### config.mk
export PLATFORM = sky130hd
export DESIGN_NAME = memory_arbiter
export DESIGN_NICKNAME = d
export VERILOG_FILES = /design/src/rtl/memory_arbiter.sv
export SDC_FILE = /design/constraint.sdc
export NUM_CORES = 1
export LEC_CHECK = 0
export BUFFER_PORTS_ARGS = -buffer_cell sky130_fd_sc_hd__buf_4
export CAP_MARGIN = 5
export CORE_MARGIN = 4
export CORE_UTILIZATION = 43
export DETAILED_ROUTE_END_ITERATION = 12
export PLACE_DENSITY = 0.81
export RECOVER_POWER = 50
export SLEW_MARGIN = 0
export SYNTH_ARGS = -nofsm -noshare
export SYNTH_HDL_FRONTEND = slang
export SYNTH_SLANG_ARGS = --single-unit
### constraint.sdc
create_clock -name CLK -period 2.1 [get_ports CLK]
set_input_delay 0.42 -clock CLK [delete_from_list [all_inputs] [get_ports CLK]]
set_output_delay 0.42 -clock CLK [all_outputs]
set_load 0.03 [all_outputs]
### src/rtl/memory_arbiter.sv
// Shares one RAM port between instruction fetch and data access; data wins unless a fetch has starved.
// Latency: a request seen in IDLE at cycle t drives the RAM from t+1; the hit comes in the ram_ready cycle.
// Backpressure: requesters hold level requests until their hit; every access waits on ram_ready, then one IDLE cycle.
module memory_arbiter #(
    parameter int unsigned STARVE_LIMIT = 4,
    parameter int unsigned WORD_W       = 32
) (
    input  logic              CLK,
    input  logic              nRST,
    input  logic              iREN,
    input  logic [WORD_W-1:0] iaddr,
    input  logic              dREN,
    input  logic              dWEN,
    input  logic [WORD_W-1:0] daddr,
    input  logic [WORD_W-1:0] dstore,
    output logic              ihit,
    output logic [WORD_W-1:0] iload,
    output logic              dhit,
    output logic [WORD_W-1:0] dload,
    output logic              ramREN,
    output logic              ramWEN,
    output logic [WORD_W-1:0] ramaddr,
    output logic [WORD_W-1:0] ramstore,
    input  logic [WORD_W-1:0] ramload,
    input  logic              ram_ready
);

    // The counter only has to reach STARVE_LIMIT; keep at least one bit so
    // the zero-limit build still has a legal (constant-zero) register.
    localparam int unsigned     CNT_W   = (STARVE_LIMIT > 0) ? $clog2(STARVE_LIMIT + 1) : 1;
    localparam logic [CNT_W-1:0] CNT_MAX = CNT_W'(STARVE_LIMIT);

    typedef enum logic [1:0] {
        IDLE = 2'd0,
        IACC = 2'd1,
        DACC = 2'd2
    } state_t;

    state_t              state;
    state_t              state_nxt;
    logic [CNT_W-1:0]    starve_cnt;
    logic [CNT_W-1:0]    starve_cnt_nxt;
    logic [WORD_W-1:0]   addr_lat;
    logic [WORD_W-1:0]   addr_lat_nxt;
    logic [WORD_W-1:0]   store_lat;
    logic [WORD_W-1:0]   store_lat_nxt;
    logic                op_wr;
    logic                op_wr_nxt;

    logic                data_req;
    logic                guard_trip;

    assign data_req = dREN | dWEN;

    // A fetch is forced only when it is actually waiting and the data side
    // has already used up its run of consecutive grants.
    assign guard_trip = (STARVE_LIMIT > 0) && (starve_cnt == CNT_MAX) && iREN;

    // State, starvation counter and the latched access, all cleared by reset
    // so an interrupted access can never resume or complete afterwards.
    always_ff @(posedge CLK or negedge nRST) begin
        if (!nRST) begin
            state      <= IDLE;
            starve_cnt <= '0;
            addr_lat   <= '0;
            store_lat  <= '0;
            op_wr      <= 1'b0;
        end else begin
            state      <= state_nxt;
            starve_cnt <= starve_cnt_nxt;
            addr_lat   <= addr_lat_nxt;
            store_lat  <= store_lat_nxt;
            op_wr      <= op_wr_nxt;
        end
    end

    // Arbitration happens only in IDLE; an access in flight ignores its
    // requester and leaves only on ram_ready, which forces one IDLE cycle.
    always_comb begin
        state_nxt      = state;
        starve_cnt_nxt = starve_cnt;
        addr_lat_nxt   = addr_lat;
        store_lat_nxt  = store_lat;
        op_wr_nxt      = op_wr;

        case (state)
            IDLE: begin
                if (data_req && !guard_trip) begin
                    state_nxt     = DACC;
                    addr_lat_nxt  = daddr;
                    store_lat_nxt = dstore;
                    // Read and write together resolve to a write.
                    op_wr_nxt     = dWEN;
                    if (iREN) begin
                        if (starve_cnt != CNT_MAX) begin
                            starve_cnt_nxt = starve_cnt + 1'b1;
                        end
                    end else begin
                        starve_cnt_nxt = '0;
                    end
                end else if (iREN) begin
                    state_nxt      = IACC;
                    addr_lat_nxt   = iaddr;
                    starve_cnt_nxt = '0;
                end
            end
            IACC: begin
                if (ram_ready) begin
                    state_nxt = IDLE;
                end
            end
            DACC: begin
                if (ram_ready) begin
                    state_nxt = IDLE;
                end
            end
            default: begin
                state_nxt = IDLE;
            end
        endcase
    end

    // RAM drive and hit generation decode straight from the registered state,
    // so reset removes every enable and hit without waiting for a clock.
    always_comb begin
        ramREN   = 1'b0;
        ramWEN   = 1'b0;
        ramaddr  = '0;
        ramstore = '0;
        ihit     = 1'b0;
        iload    = '0;
        dhit     = 1'b0;
        dload    = '0;

        case (state)
            IACC: begin
                ramREN  = 1'b1;
                ramaddr = addr_lat;
                if (ram_ready) begin
                    ihit  = 1'b1;
                    iload = ramload;
                end
            end
            DACC: begin
                ramaddr = addr_lat;
                if (op_wr) begin
                    ramWEN   = 1'b1;
                    ramstore = store_lat;
                end else begin
                    ramREN   = 1'b1;
                end
                if (ram_ready) begin
                    dhit = 1'b1;
                    if (!op_wr) begin
                        dload = ramload;
                    end
                end
            end
            default: begin
            end
        endcase
    end

endmodule

==> impl_metrics.json, run 1 <==
{
  "cts_tree": "built",
  "dr_total_vias": 4528,
  "grtUsageMet3_pct": 6.68,
  "synth_fa_ha_area_share_pct": 1.51,
  "drtPass1Iterations": 5,
  "final_util_pct": 75.1,
  "grt_util_met2_pct": 49.0,
  "switching_share_pct": 43.2,
  "fin_crit_sh_pct": 101,
  "synth_seq_cells": 70,
  "peakVddDrop_mv": 1.14,
  "netlist_top_cells_count": "and3_1, dfrtp_1, clkbuf_1",
  "synth_cell_types": 27,
  "drt_iter0_markers": 329,
  "areaGrowthSynthToFinish_pct": 69.1,
  "worstPathRequired_ps": 1680,
  "gr-total-overflow": 0,
  "synth-edff-count": 0,
  "synth_cells": 440,
  "hold_viol_final": 0,
  "ctsHoldBuffers": 0,
  "grtUsageMet1_pct": 29.1,
  "drive_gt1_share_pct": 55.7,
  "violations": "max-capacitance violations, max-slew violations, negative setup slack",
  "p_seq_share_pct": 21.6,
  "num_rows": 35,
  "rsz0062_at_grt": "true",
  "clkPwrFrac_pct": 10.7,
  "avgSynthCellArea_um2": 9.42,
  "leakage_uw": 0.00367,
  "muxShareOfSynthArea_pct": 11.7,
  "slew_violations": 71,
  "ys.flop_type": "dfrtp_1",
  "clockBufferDepth": 2,
  "power_density_nw_per_um2": 1590,
  "p_switching_uw": 4820,
  "path_cells": "inv_2 -> ha_4 -> nor2b_4 -> buf_6 -> buf_16 -> and3_4 -> buf_6",
  "detailed_place_hpwl_um": 11300,
  "antenna_found_initial": 0,
  "core_area_um2": 9330,
  "nets": 833,
  "grt_max_degree": 71,
  "slew_headroom_pct": -15.0,
  "design_area_um2": 7010,
  "ant_nets": 0,
  "place_area_um2": 6220,
  "synth_area_leaders": "dfrtp_1, and3_1, mux2_4, and2_1, a31oi_1",
  "io_buffers": 265,
  "yosysWarnings": 0,
  "busiest_layer": "met2",
  "fp.dieH_um": 106,
  "grt_pass1_vias": 4515,
  "status": "complete, but fails checks",
  "synthArstFlopShare_pct": 100,
  "antennaDiodeCount": 0,
  "maxCapViolCount": 1,
  "synth_compound_area_share_pct": 14.5,
  "drt-total-wl_um": 16700,
  "synth_nets": 579,
  "critPathMostFrequentCell": "buf_6",
  "worstMarginPinSlew_ps": 1720,
  "clock.fmax_mhz": 471,
  "path_clk_slew_ps": 80,
  "worst_clock_skew_ps": 12.2,
  "grt_pass1_wl_um": 23800,
  "p_int_uw": 6350,
  "synthXorXnorAreaFrac_pct": 0,
  "cts.htree.levels": 3,
  "root_buffer": "clkbuf_8",
  "synthSimpleGateAreaFrac_pct": 24.3,
  "setup_violations": 12,
  "crit_fanout": 8,
  "clk_latency_ps": 330,
  "die_w_um": 106,
  "regArea_um2": 1750,
  "io_pins": 266,
  "start_kind": "flop",
  "yosys.area.top_type": "dfrtp_1",
  "multiInputGateArea_um2": 2340,
  "finalWorstSetupSlack_ps": -24.1,
  "globalplace.congestion": 0.879,
  "end_kind": "output port",
  "crit_slowest_cell": "dfrtp_1",
  "critPathKind": "reg2out",
  "synth_top_cell_area_share_pct": 42.3,
  "hp-class": "in2reg",
  "die_area_um2": 11300,
  "synth_most_common_cell": "and3_1",
  "slowest_delay_ps": 400,
  "cts_sinks": 70,
  "num-fill-cells": 641,
  "via_per_inst": 5.48,
  "place_ws_ps": 11.8,
  "numCtsBuffers": 9,
  "totalNegativeSetupSlack_ps": -128,
  "detail_route.wl_per_cell_um": 20.2,
  "fin_crit_ps": 2120,
  "synth_top_family_by_area": "simple AND/OR/NAND/NOR gates",
  "worstPathArrival_ps": 1700,
  "synth-seq-area-share_pct": 42.3,
  "remaining_drc_errors": 0,
  "track_usage_pct": 26.5,
  "synthesis.area_um2": 4140,
  "start_util_pct": 44.4,
  "comb_power_share_pct": 67.6
}
-- final cells by class --
type,count,area share [%]
well taps,129,2.30
clock buffers,10,1.96
inverters,4,0.214
clock inverters,5,1.20
flip-flops and latches,70,25.0
repair buffers,290,35.8
multi-input cells,319,33.5
-- worst paths after layout --
kind / start / end / slack [ps] / cells after the start
setup / recovery: state[0]$_DFFE_PN0P_ / dload[11] / -20 / 7
hold / removal: dstore[8] / store_lat[8]$_DFFE_PN0P_ / 310 / 2
setup reg to reg: state[0]$_DFFE_PN0P_ / store_lat[24]$_DFFE_PN0P_ / 60 / 6
hold reg to reg: store_lat[7]$_DFFE_PN0P_ / store_lat[7]$_DFFE_PN0P_ / 510 / 1
max in group asynchronous: nRST / addr_lat[25]$_DFFE_PN0P_ / 530 / 1
min in group asynchronous: nRST / store_lat[19]$_DFFE_PN0P_ / 530 / 1
-- state kept, by name, indices dropped and copies added (netlist names) --
name,cells
addr_lat,32
op_wr,1
starve_cnt,3
state,2
store_lat,32
-- power groups by stage --
stage	clock network (µW)	registers [µW]	logic [µW]
floorplan	0	2290	4180
global placement	0	2340	6150
detailed placement	0	2400	6230
CTS	1220	2380	6590
global route	1290	2500	7970
finish	1200	2420	7550
-- per-layer routing --
| layer | routed length, µm | part of all wire, % | vias up |
|---|---|---|---|
| li1 | - | - | 2075 |
| met4 | 751 | 4.5 | 0 |
| met2 | 8700 | 52 | 233 |
| met5 | 0 | 0 | - |
| met3 | 1340 | 8.0 | 44 |
| met1 | 5940 | 35 | 2176 |
-- layout by cell type (no fill, tap or decap), types with 2 or more instances in the layout --
cell        netlist  routed
nand2b_1          2       2
a31oi_1          32      32
o21ai_0          33      33
clkinvlp_4        0       2
clkbuf_2          0       2
clkbuf_16         0       2
and3_1           97      84
a32o_1            3       3
and3_4            1      13
and2_4            0      28
bufinv_16         0       2
a21oi_1          32      32
buf_6             5      69
buf_4             0     213
inv_2             0       2
nor2_1           35      34
mux2_2            5       5
clkbuf_8          0      10
mux2_4           28      28
nand2_1           2       2
dfrtp_1          70      70
ha_1              5       2
ha_4              0       3
buf_12            0       2
and2_1           35       7
inv_1             4       2
-- through the flow --
step	std cells	power, µW	hold WS, ps
global route	827	11800	295
detailed placement	800	8620	489
finish	827	11200	312
floorplan	440	6470	124
CTS	821	10200	229
global placement	800	8490	482
-- critical path: cells and delay by family (launching register included) --
kind,cells,cell delay [ps]
adders and majority gates,1,130
buffers and inverters,4,460
DFF,1,400
and+or+nand+nor,2,380
-- cell families after synthesis --
kind of cell,after synthesis
AND/OR/NAND/NOR,175
AO/OA/AOI/OAI,105
multiplexers,34
adder cells (fa/ha/maj),5
buffers and inverters,51
flip-flops,70
-- timing repair --
| action | CTS | global route |
|---|---|---|
| resized for setup | 39 | 81 |
| cloned | 2 | 3 |
| pin swaps | 1 | 6 |
| setup endpoints to repair | 94 | 93 |
| buffers inserted | 4 | 5 |
Power figures use the tool's default switching activity.
==> run 2, diff against run 1 <==
--- a/config.mk
+++ b/config.mk
@@ -7,10 +7,10 @@
 export LEC_CHECK = 0
 export BUFFER_PORTS_ARGS = -buffer_cell sky130_fd_sc_hd__buf_4
 export CAP_MARGIN = 5
-export CORE_MARGIN = 4
-export CORE_UTILIZATION = 43
+export CORE_AREA = 2 2 105 107
 export DETAILED_ROUTE_END_ITERATION = 12
-export PLACE_DENSITY = 0.81
+export DIE_AREA = 0 0 107 109
+export PLACE_DENSITY = 0.75
 export RECOVER_POWER = 50
 export SLEW_MARGIN = 0
 export SYNTH_ARGS = -nofsm -noshare
==> constraint.sdc (replaced) <==
create_clock -name CLK -period 2.1 [get_ports CLK]
set_input_delay 0.42 -clock CLK [delete_from_list [all_inputs] [get_ports CLK]]
set_output_delay 0.42 -clock CLK [all_outputs]
set_load 0.05 [all_outputs]
==> impl_metrics.json, run 2 (synthesis gave the netlist of run 1 again) <==
{
  "totalNegativeSetupSlack_ps": -1480,
  "drt-total-wl_um": 17000,
  "drtPass1Iterations": 7,
  "grtUsageMet1_pct": 27.9,
  "cts_tree": "built",
  "clk_latency_ps": 340,
  "reg_top3": "addr_lat: 32 flops, store_lat: 32 flops, starve_cnt: 3 flops",
  "peakVddDrop_mv": 1.21,
  "drive_gt1_share_pct": 57.8,
  "grt_util_met2_pct": 45.5,
  "layout_common_cells": "buf_4, and3_1, dfrtp_1, buf_8, buf_6",
  "detailed_place_hpwl_um": 11000,
  "gr-total-overflow": 0,
  "grt_pass1_vias": 4370,
  "grt_max_degree": 68,
  "fin_crit_sh_pct": 104,
  "design_area_um2": 7470,
  "final_util_pct": 70.5,
  "antenna_found_initial": 3,
  "worstMarginPinSlew_ps": 697,
  "num_rows": 38,
  "die_w_um": 107,
  "clock.fmax_mhz": 459,
  "worst_clock_skew_ps": 14.5,
  "critPathKind": "reg2out",
  "areaGrowthSynthToFinish_pct": 80.4,
  "hp-class": "in2reg",
  "io_buffers": 265,
  "via_per_inst": 5.55,
  "end_kind": "output port",
  "clockBufferDepth": 2,
  "rsz0062_at_grt": "true",
  "slew_headroom_pct": 53.5,
  "reg2regPathDepth": 6,
  "setup_violations": 69,
  "power_density_nw_per_um2": 1750,
  "startpoint": "state[0]$_DFFE_PN0P_",
  "ant_nets": 0,
  "grtUsageMet3_pct": 6.75,
  "status": "complete, but fails checks",
  "die_area_um2": 11700,
  "numCtsBuffers": 9,
  "start_util_pct": 39.1,
  "fin_crit_ps": 2180,
  "remaining_drc_errors": 0,
  "maxCapViolCount": 0,
  "core_area_um2": 10600,
  "num-fill-cells": 740,
  "r2r_end": "addr_lat[2]$_DFFE_PN0P_",
  "globalplace.congestion": 0.812,
  "cts_sinks": 70,
  "fp.dieH_um": 109,
  "finalWorstSetupSlack_ps": -78.0,
  "root_buffer": "clkbuf_8",
  "start_kind": "flop",
  "reg2reg_slack_ps": 300,
  "path_clk_slew_ps": 80,
  "drt_iter0_markers": 424,
  "violations": "negative setup slack",
  "track_usage_pct": 25.0,
  "detail_route.wl_per_cell_um": 20.1,
  "crit_path_end": "ramREN",
  "nets": 837,
  "leakage_uw": 0.00377,
  "worstPathRequired_ps": 1680,
  "io_pins": 266,
  "dr_total_vias": 4686,
  "crit_fanout": 5,
  "slew_violations": 0,
  "place_area_um2": 6260,
  "worstPathArrival_ps": 1760,
  "grt_pass1_wl_um": 22600,
  "busiest_layer": "met2",
  "final_common_cell": "buf_4",
  "cts.htree.levels": 3,
  "hold_viol_final": 0,
  "r2r-start": "starve_cnt[0]$_DFFE_PN0P_"
}
run 2: cell count changes in the layout (fill, tap and decap cells not counted), moves of 2 or more:
cell | before | now
buf_6 | 69 | 49
buf_4 | 213 | 181
and3_1 | 84 | 73
and3_4 | 13 | 25
buf_8 | 0 | 53
and2_1 | 7 | 3
buf_12 | 2 | 4
diode_2 | 0 | 2
and2_4 | 28 | 32
run 2: layout make-up:
| type | instances | area (µm²) | area share (%) |
|---|---|---|---|
| repair buffers | 294 | 2890 | 38.7 |
| multi-input cells | 319 | 2410 | 32.3 |
| flip-flops and latches | 70 | 1750 | 23.4 |
| well taps | 140 | 175 | 2.34 |
| clock buffers | 10 | 138 | 1.84 |
| clock inverters | 5 | 83.8 | 1.12 |
| inverters | 4 | 15.0 | 0.201 |
| diodes | 2 | 5.00 | 0.0670 |
run 2: worst min path at each step:
stage | startpoint | endpoint | slack [ps] | depth (start not counted)
floorplan | nRST | addr_lat[0]$_DFFE_PN0P_ | 120 | 0
global route | dstore[25] | store_lat[25]$_DFFE_PN0P_ | 290 | 2
detailed placement | nRST | addr_lat[7]$_DFFE_PN0P_ | 370 | 1
global placement | nRST | addr_lat[11]$_DFFE_PN0P_ | 360 | 1
finish | dstore[13] | store_lat[13]$_DFFE_PN0P_ | 310 | 2
CTS | dstore[8] | store_lat[8]$_DFFE_PN0P_ | 300 | 2
run 2: metrics by stage:
| stage | total power, µW | hold WS [ps] | setup slack (ps) | instances |
|---|---|---|---|---|
| final | 13100 | 310 | -78.0 | 844 |
| after detailed placement | 9790 | 368 | 27.6 | 815 |
| after floorplan | 7630 | 124 | 29.8 | 440 |
| after global routing | 13600 | 289 | -133 | 843 |
| after global placement | 9670 | 362 | 166 | 815 |
| after CTS | 11700 | 296 | -56.4 | 836 |
run 2: report_power, final:
group          leakage, µW  internal, µW  switching (µW)
clock             0.000105           697             517
sequential        0.000811          2040             384
combinational      0.00285          4170            5250
total              0.00377          6910            6150
run 2: repair_timing:
item                                    in CTS  in global routing
cloned                                       2                  3
setup buffers                                3                  5
gates resized for setup                     94                132
endpoints found under the hold margin        2                  0
pin swaps                                    1                  7
endpoints found under the setup margin     116                130
hold buffers                                 1                  0
run 2: routing by layer:
| layer | part of all wire (%) | vias up |
|---|---|---|
| met5 | 0.13 | - |
| met4 | 3.3 | 4 |
| met3 | 8.4 | 46 |
| met2 | 52 | 272 |
| met1 | 36 | 2280 |
| li1 | - | 2084 |
run 2: critical path: stages (launching register included):
cell and delay (ps):
dfrtp_1 380, inv_2 70, buf_4 140, ha_4 340, clkbuf_16 170, o21a_1 160, buf_6 170
